**src/rtl/ahb_pkg.sv**
```systemverilog
// AHB-Lite encodings shared by the command master and its neighbours.
package ahb_pkg;

  typedef enum logic [1:0] {
    TransIdle   = 2'b00,
    TransBusy   = 2'b01,
    TransNonseq = 2'b10,
    TransSeq    = 2'b11
  } htrans_e;

  typedef enum logic [2:0] {
    SizeByte = 3'b000,
    SizeHalf = 3'b001,
    SizeWord = 3'b010
  } hsize_e;

  localparam logic [2:0] HburstSingle = 3'b000;

  typedef enum logic {
    RespOkay  = 1'b0,
    RespError = 1'b1
  } hresp_e;

  // Master-side view of the two-cycle AHB error response.
  typedef enum logic {
    ErrNone,
    ErrCancel
  } err_state_e;

endpackage

```
**src/rtl/ahb_cmd_master_if.sv**
```systemverilog
// Command/response channel plus AHB-Lite master bus of ahb_cmd_master.
interface ahb_cmd_master_if #(
  parameter int unsigned AWIDTH = 10
);

  logic              CMD_VALID;
  logic              CMD_READY;
  logic              CMD_WRITE;
  logic [AWIDTH-1:0] CMD_ADDR;
  logic [2:0]        CMD_SIZE;
  logic [31:0]       CMD_WDATA;

  logic              RSP_VALID;
  logic [31:0]       RSP_RDATA;
  logic              RSP_ERROR;
  logic              BUSY;

  logic              HSEL;
  logic [1:0]        HTRANS;
  logic [AWIDTH-1:0] HADDR;
  logic              HWRITE;
  logic [2:0]        HSIZE;
  logic [2:0]        HBURST;
  logic              HMASTLOCK;
  logic [3:0]        HPROT;
  logic [31:0]       HWDATA;
  logic [31:0]       HRDATA;
  logic              HREADY;
  logic              HRESP;

  modport master (
    input  CMD_VALID, CMD_WRITE, CMD_ADDR, CMD_SIZE, CMD_WDATA,
    output CMD_READY, RSP_VALID, RSP_RDATA, RSP_ERROR, BUSY,
    output HSEL, HTRANS, HADDR, HWRITE, HSIZE, HBURST, HMASTLOCK, HPROT, HWDATA,
    input  HRDATA, HREADY, HRESP
  );

  modport slave (
    output CMD_VALID, CMD_WRITE, CMD_ADDR, CMD_SIZE, CMD_WDATA,
    input  CMD_READY, RSP_VALID, RSP_RDATA, RSP_ERROR, BUSY,
    input  HSEL, HTRANS, HADDR, HWRITE, HSIZE, HBURST, HMASTLOCK, HPROT, HWDATA,
    output HRDATA, HREADY, HRESP
  );

endinterface

```
**src/rtl/ahb_cmd_master.sv**
```systemverilog
// Single-transfer AHB-Lite master: turns one command per handshake into a pipelined
// NONSEQ transfer and returns one in-order response per command.
module ahb_cmd_master
  import ahb_pkg::*;
#(
  parameter int unsigned AWIDTH    = 10,
  parameter logic [3:0]  HPROT_VAL = 4'b0011
) (
  input logic              HCLK,
  input logic              HRESET,
  ahb_cmd_master_if.master bus
);

  // Address-phase register
  logic              a_valid_q, a_valid_d;
  logic [AWIDTH-1:0] a_addr_q, a_addr_d;
  logic              a_write_q, a_write_d;
  logic [2:0]        a_size_q, a_size_d;
  logic [31:0]       a_wdata_q, a_wdata_d;

  // Data-phase register
  logic              d_valid_q, d_valid_d;
  logic              d_write_q, d_write_d;
  logic [31:0]       hwdata_q, hwdata_d;

  logic              rsp_valid_q, rsp_valid_d;
  logic [31:0]       rsp_rdata_q, rsp_rdata_d;
  logic              rsp_error_q, rsp_error_d;

  err_state_e        err_state_q, err_state_d;

  logic cmd_ready;
  logic cmd_accept;
  logic a_issue;
  logic d_complete;
  logic hresp_err;

  assign hresp_err  = (bus.HRESP == RespError);
  assign cmd_ready  = !a_valid_q | (bus.HREADY & !hresp_err);
  assign cmd_accept = bus.CMD_VALID & cmd_ready;
  // A is only driven onto the bus when not cancelled by an error response.
  assign a_issue    = a_valid_q & (err_state_q == ErrNone);
  assign d_complete = bus.HREADY & d_valid_q;

  always_comb begin
    err_state_d = err_state_q;
    unique case (err_state_q)
      ErrNone: begin
        if (d_valid_q && hresp_err && !bus.HREADY) err_state_d = ErrCancel;
      end
      ErrCancel: begin
        if (bus.HREADY) err_state_d = ErrNone;
      end
      default: err_state_d = ErrNone;
    endcase
  end

  always_comb begin
    a_valid_d   = a_valid_q;
    a_addr_d    = a_addr_q;
    a_write_d   = a_write_q;
    a_size_d    = a_size_q;
    a_wdata_d   = a_wdata_q;
    d_valid_d   = d_valid_q;
    d_write_d   = d_write_q;
    hwdata_d    = hwdata_q;
    rsp_valid_d = 1'b0;
    rsp_rdata_d = rsp_rdata_q;
    rsp_error_d = rsp_error_q;

    if (bus.HREADY) begin
      d_valid_d = a_issue;
      if (a_issue) begin
        a_valid_d = 1'b0;
        d_write_d = a_write_q;
        hwdata_d  = a_wdata_q;
      end
    end

    if (d_complete) begin
      rsp_valid_d = 1'b1;
      rsp_rdata_d = d_write_q ? 32'h0 : bus.HRDATA;
      rsp_error_d = hresp_err;
    end

    if (cmd_accept) begin
      a_valid_d = 1'b1;
      a_addr_d  = bus.CMD_ADDR;
      a_write_d = bus.CMD_WRITE;
      a_size_d  = bus.CMD_SIZE;
      a_wdata_d = bus.CMD_WDATA;
    end
  end

  always_ff @(posedge HCLK) begin
    if (HRESET) begin
      a_valid_q   <= 1'b0;
      a_addr_q    <= '0;
      a_write_q   <= 1'b0;
      a_size_q    <= 3'b000;
      a_wdata_q   <= 32'h0;
      d_valid_q   <= 1'b0;
      d_write_q   <= 1'b0;
      hwdata_q    <= 32'h0;
      rsp_valid_q <= 1'b0;
      rsp_rdata_q <= 32'h0;
      rsp_error_q <= 1'b0;
      err_state_q <= ErrNone;
    end else begin
      a_valid_q   <= a_valid_d;
      a_addr_q    <= a_addr_d;
      a_write_q   <= a_write_d;
      a_size_q    <= a_size_d;
      a_wdata_q   <= a_wdata_d;
      d_valid_q   <= d_valid_d;
      d_write_q   <= d_write_d;
      hwdata_q    <= hwdata_d;
      rsp_valid_q <= rsp_valid_d;
      rsp_rdata_q <= rsp_rdata_d;
      rsp_error_q <= rsp_error_d;
      err_state_q <= err_state_d;
    end
  end

  // Address/control come straight from A so they hold their last value while idle.
  assign bus.CMD_READY = cmd_ready;
  assign bus.HSEL      = a_issue;
  assign bus.HTRANS    = a_issue ? TransNonseq : TransIdle;
  assign bus.HADDR     = a_addr_q;
  assign bus.HWRITE    = a_write_q;
  assign bus.HSIZE     = a_size_q;
  assign bus.HBURST    = HburstSingle;
  assign bus.HMASTLOCK = 1'b0;
  assign bus.HPROT     = HPROT_VAL;
  assign bus.HWDATA    = hwdata_q;

  assign bus.RSP_VALID = rsp_valid_q;
  assign bus.RSP_RDATA = rsp_rdata_q;
  assign bus.RSP_ERROR = rsp_error_q;
  assign bus.BUSY      = a_valid_q | d_valid_q | rsp_valid_q;

endmodule
```
**src/flat_wrapper.sv**
```systemverilog
// flat-port wrapper written by rule: the top's interface ports become plain ports
module ahb_cmd_master_flat import ahb_pkg::*;
#(
  parameter int unsigned AWIDTH    = 10,
  parameter logic [3:0]  HPROT_VAL = 4'b0011
)
  (HCLK, HRESET, bus_CMD_VALID, bus_CMD_WRITE, bus_CMD_ADDR, bus_CMD_SIZE, bus_CMD_WDATA, bus_CMD_READY, bus_RSP_VALID, bus_RSP_RDATA, bus_RSP_ERROR, bus_BUSY, bus_HSEL, bus_HTRANS, bus_HADDR, bus_HWRITE, bus_HSIZE, bus_HBURST, bus_HMASTLOCK, bus_HPROT, bus_HWDATA, bus_HRDATA, bus_HREADY, bus_HRESP);
  ahb_cmd_master_if #(.AWIDTH(AWIDTH)) bus_i ();
  input logic HCLK;
  input logic HRESET;
  input wire logic [$bits(bus_i.CMD_VALID)-1:0] bus_CMD_VALID;
  input wire logic [$bits(bus_i.CMD_WRITE)-1:0] bus_CMD_WRITE;
  input wire logic [$bits(bus_i.CMD_ADDR)-1:0] bus_CMD_ADDR;
  input wire logic [$bits(bus_i.CMD_SIZE)-1:0] bus_CMD_SIZE;
  input wire logic [$bits(bus_i.CMD_WDATA)-1:0] bus_CMD_WDATA;
  output wire logic [$bits(bus_i.CMD_READY)-1:0] bus_CMD_READY;
  output wire logic [$bits(bus_i.RSP_VALID)-1:0] bus_RSP_VALID;
  output wire logic [$bits(bus_i.RSP_RDATA)-1:0] bus_RSP_RDATA;
  output wire logic [$bits(bus_i.RSP_ERROR)-1:0] bus_RSP_ERROR;
  output wire logic [$bits(bus_i.BUSY)-1:0] bus_BUSY;
  output wire logic [$bits(bus_i.HSEL)-1:0] bus_HSEL;
  output wire logic [$bits(bus_i.HTRANS)-1:0] bus_HTRANS;
  output wire logic [$bits(bus_i.HADDR)-1:0] bus_HADDR;
  output wire logic [$bits(bus_i.HWRITE)-1:0] bus_HWRITE;
  output wire logic [$bits(bus_i.HSIZE)-1:0] bus_HSIZE;
  output wire logic [$bits(bus_i.HBURST)-1:0] bus_HBURST;
  output wire logic [$bits(bus_i.HMASTLOCK)-1:0] bus_HMASTLOCK;
  output wire logic [$bits(bus_i.HPROT)-1:0] bus_HPROT;
  output wire logic [$bits(bus_i.HWDATA)-1:0] bus_HWDATA;
  input wire logic [$bits(bus_i.HRDATA)-1:0] bus_HRDATA;
  input wire logic [$bits(bus_i.HREADY)-1:0] bus_HREADY;
  input wire logic [$bits(bus_i.HRESP)-1:0] bus_HRESP;
  assign bus_i.CMD_VALID = bus_CMD_VALID;
  assign bus_i.CMD_WRITE = bus_CMD_WRITE;
  assign bus_i.CMD_ADDR = bus_CMD_ADDR;
  assign bus_i.CMD_SIZE = bus_CMD_SIZE;
  assign bus_i.CMD_WDATA = bus_CMD_WDATA;
  assign bus_CMD_READY = bus_i.CMD_READY;
  assign bus_RSP_VALID = bus_i.RSP_VALID;
  assign bus_RSP_RDATA = bus_i.RSP_RDATA;
  assign bus_RSP_ERROR = bus_i.RSP_ERROR;
  assign bus_BUSY = bus_i.BUSY;
  assign bus_HSEL = bus_i.HSEL;
  assign bus_HTRANS = bus_i.HTRANS;
  assign bus_HADDR = bus_i.HADDR;
  assign bus_HWRITE = bus_i.HWRITE;
  assign bus_HSIZE = bus_i.HSIZE;
  assign bus_HBURST = bus_i.HBURST;
  assign bus_HMASTLOCK = bus_i.HMASTLOCK;
  assign bus_HPROT = bus_i.HPROT;
  assign bus_HWDATA = bus_i.HWDATA;
  assign bus_i.HRDATA = bus_HRDATA;
  assign bus_i.HREADY = bus_HREADY;
  assign bus_i.HRESP = bus_HRESP;
  ahb_cmd_master #(.AWIDTH(AWIDTH), .HPROT_VAL(HPROT_VAL)) u_core (.HCLK(HCLK), .HRESET(HRESET), .bus(bus_i));
endmodule
```
**config.mk**
```make
export PLATFORM = sky130hd
export DESIGN_NAME = ahb_cmd_master_flat
export DESIGN_NICKNAME = d
export VERILOG_FILES = /design/src/rtl/ahb_pkg.sv /design/src/rtl/ahb_cmd_master_if.sv /design/src/rtl/ahb_cmd_master.sv /design/src/flat_wrapper.sv
export SDC_FILE = /design/constraint.sdc
export NUM_CORES = 1
export LEC_CHECK = 0
export CORE_MARGIN = 3
export CORE_UTILIZATION = 47
export DETAILED_ROUTE_END_ITERATION = 10
export PLACE_DENSITY = 0.91
export SLEW_MARGIN = 5
export SYNTH_ARGS = -nofsm -noshare
export SYNTH_HDL_FRONTEND = slang
export SYNTH_SLANG_ARGS = --single-unit
```
**constraint.sdc**
```tcl
create_clock -name HCLK -period 2.2 [get_ports HCLK]
set_input_delay 0.33 -clock HCLK [delete_from_list [all_inputs] [get_ports HCLK]]
set_output_delay 0.33 -clock HCLK [all_outputs]
set_load 0.005 [all_outputs]
```
# --- Word-level counts from Yosys, hierarchy flattened ---
# Cells that the tools add are included.
classes:
  n_mux: 9
  n_bitwise: 8
  n_reduce_logical: 9
op_table:
  columns: ["op", "count"]
  rows:
  - ["2-to-1 mux 32 bit", 1]
  - ["2-to-1 mux 1 bit", 6]
  - ["bitwise AND 1 bit", 4]
  - ["AND reduction 2 bit", 2]
  - ["nonzero test 2 bit", 2]
  - ["logical NOT 1 bit", 3]
  - ["bitwise OR 1 bit", 3]
  - ["logical AND 1 bit", 2]
  - ["2-to-1 mux 2 bit", 1]
  - ["one-hot mux 1 bit (2 select lines)", 1]
  - ["inverter 1 bit", 1]
word_totals:
  ff_bits: 116
  inputBits: 83
  word_cells: 38

# --- Longest topological paths before layout ---
# Gate-level depths: netlist of the first run.
depth:
  depth_word: 6
  mapped_depth: 5
  ltp_nobuf: 3

# --- Worst setup path after synthesis of the first run ---
# OpenSTA, ideal clock, no wires.
synth_path:
  path_type: "input -> register"
  startpoint: "in bus_HRESP"
  endpoint: "reg u_core.a_wdata_q[10]"
  t_arrival_ns: 1.139
  path_slack_ns: 0.989
  cell_stages: 5
  cell_sequence: "nand2b_1 > a21boi_2 > buf_6 > buf_6 > mux2i_1"
synth_between:
  elab_chain_len: 4
synth_lines:
  columns: ["element", "line_no", "rtl"]
  rows:
  - ["start, declared", "flat_wrapper.sv:32", "input wire logic [$bits(bus_i.HRESP)-1:0] bus_HRESP;"]
  - ["logical NOT 1 bit", "ahb_cmd_master.sv:39", "assign cmd_ready = !a_valid_q | (bus.HREADY & !hresp_err);"]
  - ["bitwise AND 1 bit", "ahb_cmd_master.sv:39", null]
  - ["bitwise OR 1 bit", "ahb_cmd_master.sv:39", null]
  - ["bitwise AND 1 bit", "ahb_cmd_master.sv:40", "assign cmd_accept = bus.CMD_VALID & cmd_ready;"]
  - ["end signal, assigned", "ahb_cmd_master.sv:114", "a_wdata_q <= a_wdata_d;"]
  - ["end, declared", "ahb_cmd_master.sv:19", "logic [31:0] a_wdata_q, a_wdata_d;"]
# No other way between the ends.
# A chain may end at the register's enable or synchronous reset.

# --- Final worst setup path of the first run ---
layout_path:
  startpoint: "reg u_core.a_valid_q"
  endpoint: "out bus_BUSY"
layout_between:
  elab_chain_len: 2
layout_lines:
  columns: ["element", "line_no", "rtl"]
  rows:
  - ["start, declared", "ahb_cmd_master.sv:15", "logic a_valid_q, a_valid_d;"]
  - ["start signal, assigned", "ahb_cmd_master.sv:110", "a_valid_q <= a_valid_d;"]
  - ["bitwise OR 1 bit (2 in a row)", "ahb_cmd_master.sv:140", "assign bus.BUSY = a_valid_q | d_valid_q | rsp_valid_q;"]
  - ["end, declared", "flat_wrapper.sv:20", "output wire logic [$bits(bus_i.BUSY)-1:0] bus_BUSY;"]
# No other way between the ends.

==> metrics.yaml, run 1 <==
floorplan:
  core_area_mm2: 0.00893
  start_util_pct: 49.6
  fp-row-count: 34
  die_h_um: 103
  fp.dieArea_mm2: 0.0106
  die_x_um: 103
  ios: 176
final_layout:
  diodes: 0
  design_area_mm2: 0.00673
  n_fill_cell: 602
  final_common_cell: "clkdlybuf4s50_1"
  drive_gt1_share_pct: 7.26
  area_growth_pct: 51.9
  nets: 690
  layout_common_cells: "clkdlybuf4s50_1 (165), dfxtp_1 (115), nand2b_1 (93)"
min_path:
  min_path_cells: 2
  hp-class: "in2reg"
  min_from: "HRESET"
  hold_path_end: "u_core.d_valid_q"
worst_setup_path:
  reg2regPathDepth: 4
  worstReg2RegEnd: "u_core.bus.RSP_RDATA[21]"
  cp_num_cells: 2
  r2r-start: "u_core.d_valid_q"
  path_cells: "or3_1, clkdlybuf4s50_1"
  crit_buf_inv: 1
  path_max_fanout: 7
  crit_family: "buffers and inverters"
  rrSetupSlack_ns: 0.85
  start_kind: "flip-flop"
  cp_data_required_time_ns: 1.87
  criticalPathCategory: "reg2out"
  critPathSlowestCell: "clkdlybuf4s50_1"
  arrival_ns: 1.75
  cp-end-kind: "output pin"
  crit_path_max_incr_delay_ns: 0.49
timing:
  finalHoldViolCount: 0
  finalClockSkew_ns: 0.00798
  period_minus_slack_ns: 2.08
  fmax_mhz: 482
  tns_ns: 0
  rsz0062_at_grt: "false"
  hold_slack_ns: 0.172
  setup_viol: 0
  period_share_pct: 94.3
  drv_slew: 0
clocking:
  cts-root-buf: "clkbuf_8"
  clock_sinks: 116
  cts_tree: "yes"
  clockBufferDepth: 2
  clock_latency_ns: 0.50
  htree_levels: 4
  cts_post_setup_buffers_inserted: 0
  cts_buffers: 17
  clk_pin_slew_ns: 0.06
power:
  vdd_drop_max_uv: 407
  leakagePower_nw: 2.56
  p_per_area_mw_per_mm2: 830
global_routing:
  grt_usage_pct: 21.7
  grt_max_degree: 100
  grt_pass1_vias: 3613
  grt-ovfl-total: 0
  grt_first_pass_wirelength_um: 17700
  antenna_found_initial: 1
yosys:
  yosys_warnings: 0
  ys_async_sr_fraction_pct: 0
  yosysSeqAreaShare_pct: 52.5
  synth_area_mm2: 0.00443
  synth-edff-count: 0
  netlist_instances: 448
  synthTopCellsByArea: "dfxtp_1 (52%), nand2b_1 (13%), mux2i_1 (10%)"
  ys_seq_elements: 116
  synthDistinctLibCells: 22
  synth_top_area_share_pct: 52.5
  yosys.area.top_type: "dfxtp_1"
  synth_top_flop_cell: "dfxtp_1"
  syn-mean-instance-area_um2: 9.88
routing:
  drt-pass1-iter-count: 4
  vias_per_cell: 5.04
  drt_iter0_markers: 108
  finalWirelength_um: 11700
  wl_per_cell_um: 16.1
  dr_total_vias: 3672
  drc: 0
  drt.antenna.violating_nets: 0
place:
  dp_hpwl_um: 8170
  port_buffers: 166
  dpl_cell_area_mm2: 0.00612
  place.gp.congestion: 0.781
status:
  outcome: "finished clean"
run:
  drv_cap: 0
==> worst max-delay path by stage <==
stage                                start                    to  slack (ns)
final                     u_core.a_valid_q              bus_BUSY        0.12
after global routing      u_core.a_valid_q              bus_BUSY        0.09
after CTS                 u_core.a_valid_q              bus_BUSY        0.05
after detailed placement         bus_HRESP         bus_CMD_READY        0.20
after global placement           bus_HRESP         bus_CMD_READY        0.28
after floorplan                  bus_HRESP  u_core.a_wdata_q[10]        0.99
==> per-layer routing <==
layer  part of all wire, %  track usage, %  vias to the layer above
met5                  0.11               0                        -
met4                   1.3            6.67                        2
met3                   8.9            9.13                       17
met2                    48            37.0                      147
met1                    42            24.5                     1712
li1                      -               -                     1794
==> metrics by stage <==
step	setup slack, ns	util [%]	cells	power [mW]
6_report	0.125	75.3	728	5.58
5_1_grt	0.0862	75.3	728	5.77
4_1_cts	0.0472	75.3	728	5.62
3_5_place_dp	0.204	68.5	696	2.82
3_3_place_gp	0.281	68.5	696	2.80
2_1_floorplan	0.989	-	455	2.53
==> logic make-up (layout without fill, tap and decap cells) <==
kind of cell,after synthesis,in the layout,synth area share (%)
flip-flops,116,116,52.5
AND/OR/NAND/NOR,170,170,20.2
other,2,9,0.170
buffers and inverters,43,208,5.68
multiplexers,46,46,10.4
AO/OA/AOI/OAI,71,71,11.1
==> power by group <==
group / total [mW] / leakage, nW / switching (mW) / internal, mW
Combinational: 0.541 / 1.33 / 0.210 / 0.332
Clock: 2.80 / 0.284 / 0.963 / 1.84
Sequential: 2.24 / 0.945 / 0.0513 / 2.19
Total: 5.58 / 2.56 / 1.22 / 4.36
==> flip-flops by register name (all words and copies together), names as in the netlist <==
signal / count
u_core.bus.RSP_ERROR: 1
u_core.bus.HADDR: 10
u_core.d_write_q: 1
u_core.a_wdata_q: 32
u_core.d_valid_q: 1
u_core.bus.RSP_RDATA: 32
u_core.bus.HSIZE: 3
u_core.bus.RSP_VALID: 1
u_core.err_state_q: 1
u_core.bus.HWDATA: 32
u_core.bus.HWRITE: 1
u_core.a_valid_q: 1
==> final cells by class <==
type                    instances  area (um^2)  share of cell area [%]
clock buffers                  19          422                    6.27
clock inverters                13          183                    2.72
inverters                       1         3.75                  0.0558
multi-input cells             296         1900                    28.2
flip-flops and latches        116         2320                    34.5
well taps                     108          135                    2.01
repair buffers                175         1760                    26.2
==> cell usage after synthesis (2+ instances only) <==
cell and number:
a22o_1 33, nand2b_1 93, buf_6 4, clkbuf_1 12, conb_1 2, nor2_1 2
nand2_1 68, dfxtp_1 116, mux2i_1 46, buf_2 15, a21oi_1 36, buf_4 11
==> repair_timing <==
action                                  CTS  global route
hold buffers                              0             0
hold endpoints to repair                  0             0
gates resized for setup                   0             1
endpoints found under the setup margin    0             1
Power figures use the tool's default switching activity.
==> run 2, diff against run 1 <==
- SKIP_LAST_GASP: unset -> 1
==> results of run 2 <==
No change in the layout: final DEF, timing and power equal those of run 1.
==> run 3, diff against run 2 <==
- CORE_UTILIZATION: 47 -> 55
- DONT_BUFFER_PORTS: unset -> 1
- PLACE_DENSITY: 0.91 -> 0.75
==> run 3 against run 2 <==
Net effect:
- die area is 14% lower
- register-to-register slack improved by 0.02 ns
- sequential share of layout area increased by 5.5 points
- global-route usage grew 2.1 points
- non-clock buffer count decreased by 86
- utilization decreased by 0.67 points
- clock skew is 0.00077 ns lower
- first-iteration DRC count up 17%
- routed wire length is 3.6% lower
- critical endpoint unchanged
- largest cell class unchanged
==> metrics.yaml, run 3 (synthesized netlist as in run 1, its figures left out) <==
routing:
  drc: 0  # unchanged
  drt-pass1-iter-count: 4  # unchanged
  finalWirelength_um: 11300  # -3.6%
  drt.antenna.violating_nets: 0  # unchanged
  drt_iter0_markers: 126  # +17%
  wl_per_cell_um: 17.7  # +10%
  dr_total_vias: 3368  # -8.3%
  vias_per_cell: 5.30  # +5.0%
global_routing:
  grt_max_degree: 74  # -26%
  grt_usage_pct: 23.7  # +2.1 points
  grt-ovfl-total: 0  # unchanged
  grt_first_pass_wirelength_um: 16800  # -5.1%
  antenna_found_initial: 0  # -1
  grt_pass1_vias: 3382  # -6.4%
clocking:
  clock_latency_ns: 0.49  # about the same
  clk_pin_slew_ns: 0.06  # about the same
  cts-root-buf: "clkbuf_8"
  htree_levels: 4  # unchanged
  cts_buffers: 17  # unchanged
  cts_post_setup_buffers_inserted: 0  # unchanged
  clock_sinks: 116  # unchanged
  cts_resized: 0  # unchanged
  cts_tree: "yes"
  clockBufferDepth: 2  # unchanged
final_layout:
  final_common_cell: "dfxtp_1"
  nets: 604  # -12%
  drive_gt1_share_pct: 8.05  # +0.79 points
  area_growth_pct: 30.9
  layout_common_cells: "dfxtp_1 (116), nand2b_1 (93), dlygate4sd3_1 (82)"
  diodes: 0  # unchanged
run:
  drv_cap: 0  # unchanged
power:
  leakagePower_nw: 2.26  # -12%
  vdd_drop_max_uv: 584  # +43%
  finalPower_mw: 5.14  # -7.9%
  p_per_area_mw_per_mm2: 887  # +6.9%
worst_setup_path:
  arrival_ns: 1.31  # -0.44 ns
  crit_buf_inv: 0  # -1
  path_cells: "or3_1"
  crit_family: "simple AND/OR/NAND/NOR gates"
  cp-end-kind: "output pin"
  path_max_fanout: 7  # unchanged
  crit_path_max_incr_delay_ns: 0.44  # -0.05 ns
  criticalPathCategory: "reg2out"
  start_kind: "flip-flop"
  critPathSlowestCell: "or3_1"
  cp_data_required_time_ns: 1.87  # about the same
timing:
  drv_slew: 0  # unchanged
  period_share_pct: 74.5  # -20 points
  fmax_mhz: 610  # +27%
  period_minus_slack_ns: 1.64  # -0.437 ns
  tns_ns: 0  # unchanged
  finalClockSkew_ns: 0.00721  # -0.000768 ns
  setup_viol: 0  # unchanged
  finalHoldViolCount: 0  # unchanged
  rsz0062_at_grt: "false"
floorplan:
  core_area_mm2: 0.00777  # -13%
  fp.dieArea_mm2: 0.00916  # -14%
  die_x_um: 95.7  # -7.1%
  fp-row-count: 32  # -5.9%
  start_util_pct: 57.0  # +7.4 points
  die_h_um: 95.7  # -7.1%
  ios: 176  # unchanged
place:
  dp_hpwl_um: 6390  # -22%
  port_buffers: 0  # -100%
  place.gp.congestion: 0.716  # -8.3%
min_path:
  hp-class: "in2reg"
status:
  outcome: "finished clean"
-- run 3: final timing paths --
path	from	end	slack, ns	depth (start not counted)
setup / recovery	u_core.a_valid_q	bus_BUSY	0.56	1
hold / removal	bus_HREADY	u_core.d_valid_q	0.02	3
hold reg to reg	u_core.a_wdata_q[5]	u_core.bus.HWDATA[5]	0.45	2
setup reg to reg	u_core.a_valid_q	u_core.bus.HWDATA[15]	0.87	4
-- run 3: cell type report --
class                      instances  area [um^2]
sequential                       116         2320
inverter                           1         3.75
clock inverter                    15          133
timing repair buffer              89          898
tap                              102          128
clock buffer                      17          414
multi-input combinational        296         1900
fill                             536         1970
-- run 3: layer usage --
layer  vias to the layer above  track usage, %  part of all wire [%]
met1                      1585            27.1                    40
met2                       150            41.3                    49
li1                       1623               -                     -
met3                        10            8.29                   9.3
met5                         -               0                     0
met4                         0            7.82                  0.84
-- run 3: timing repair --
item                                    CTS  global route
hold buffers                             83             0
endpoints found under the setup margin    0             0
hold endpoints to repair                115             0
-- run 3: stage by stage --
step | area [um^2] | std cells | setup WS, ns | utilization (%) | hold WS, ns
after floorplan | 4450 | 455 | 0.989 | - | 0.409
after global routing | 5800 | 636 | 0.455 | 74.6 | 0.00989
final | 5800 | 636 | 0.562 | 74.6 | 0.0246
after detailed placement | 4410 | 521 | 0.828 | 56.7 | 0.410
after CTS | 5800 | 636 | 0.528 | 74.6 | 0.000432
after global placement | 4410 | 521 | 0.877 | 56.7 | 0.407
-- run 3: power breakdown --
| group | total [mW] | switching [mW] | internal (mW) |
|---|---|---|---|
| logic | 0.398 | 0.174 | 0.223 |
| clock network | 2.49 | 0.989 | 1.50 |
| registers | 2.25 | 0.0633 | 2.19 |
| total | 5.14 | 1.23 | 3.91 |
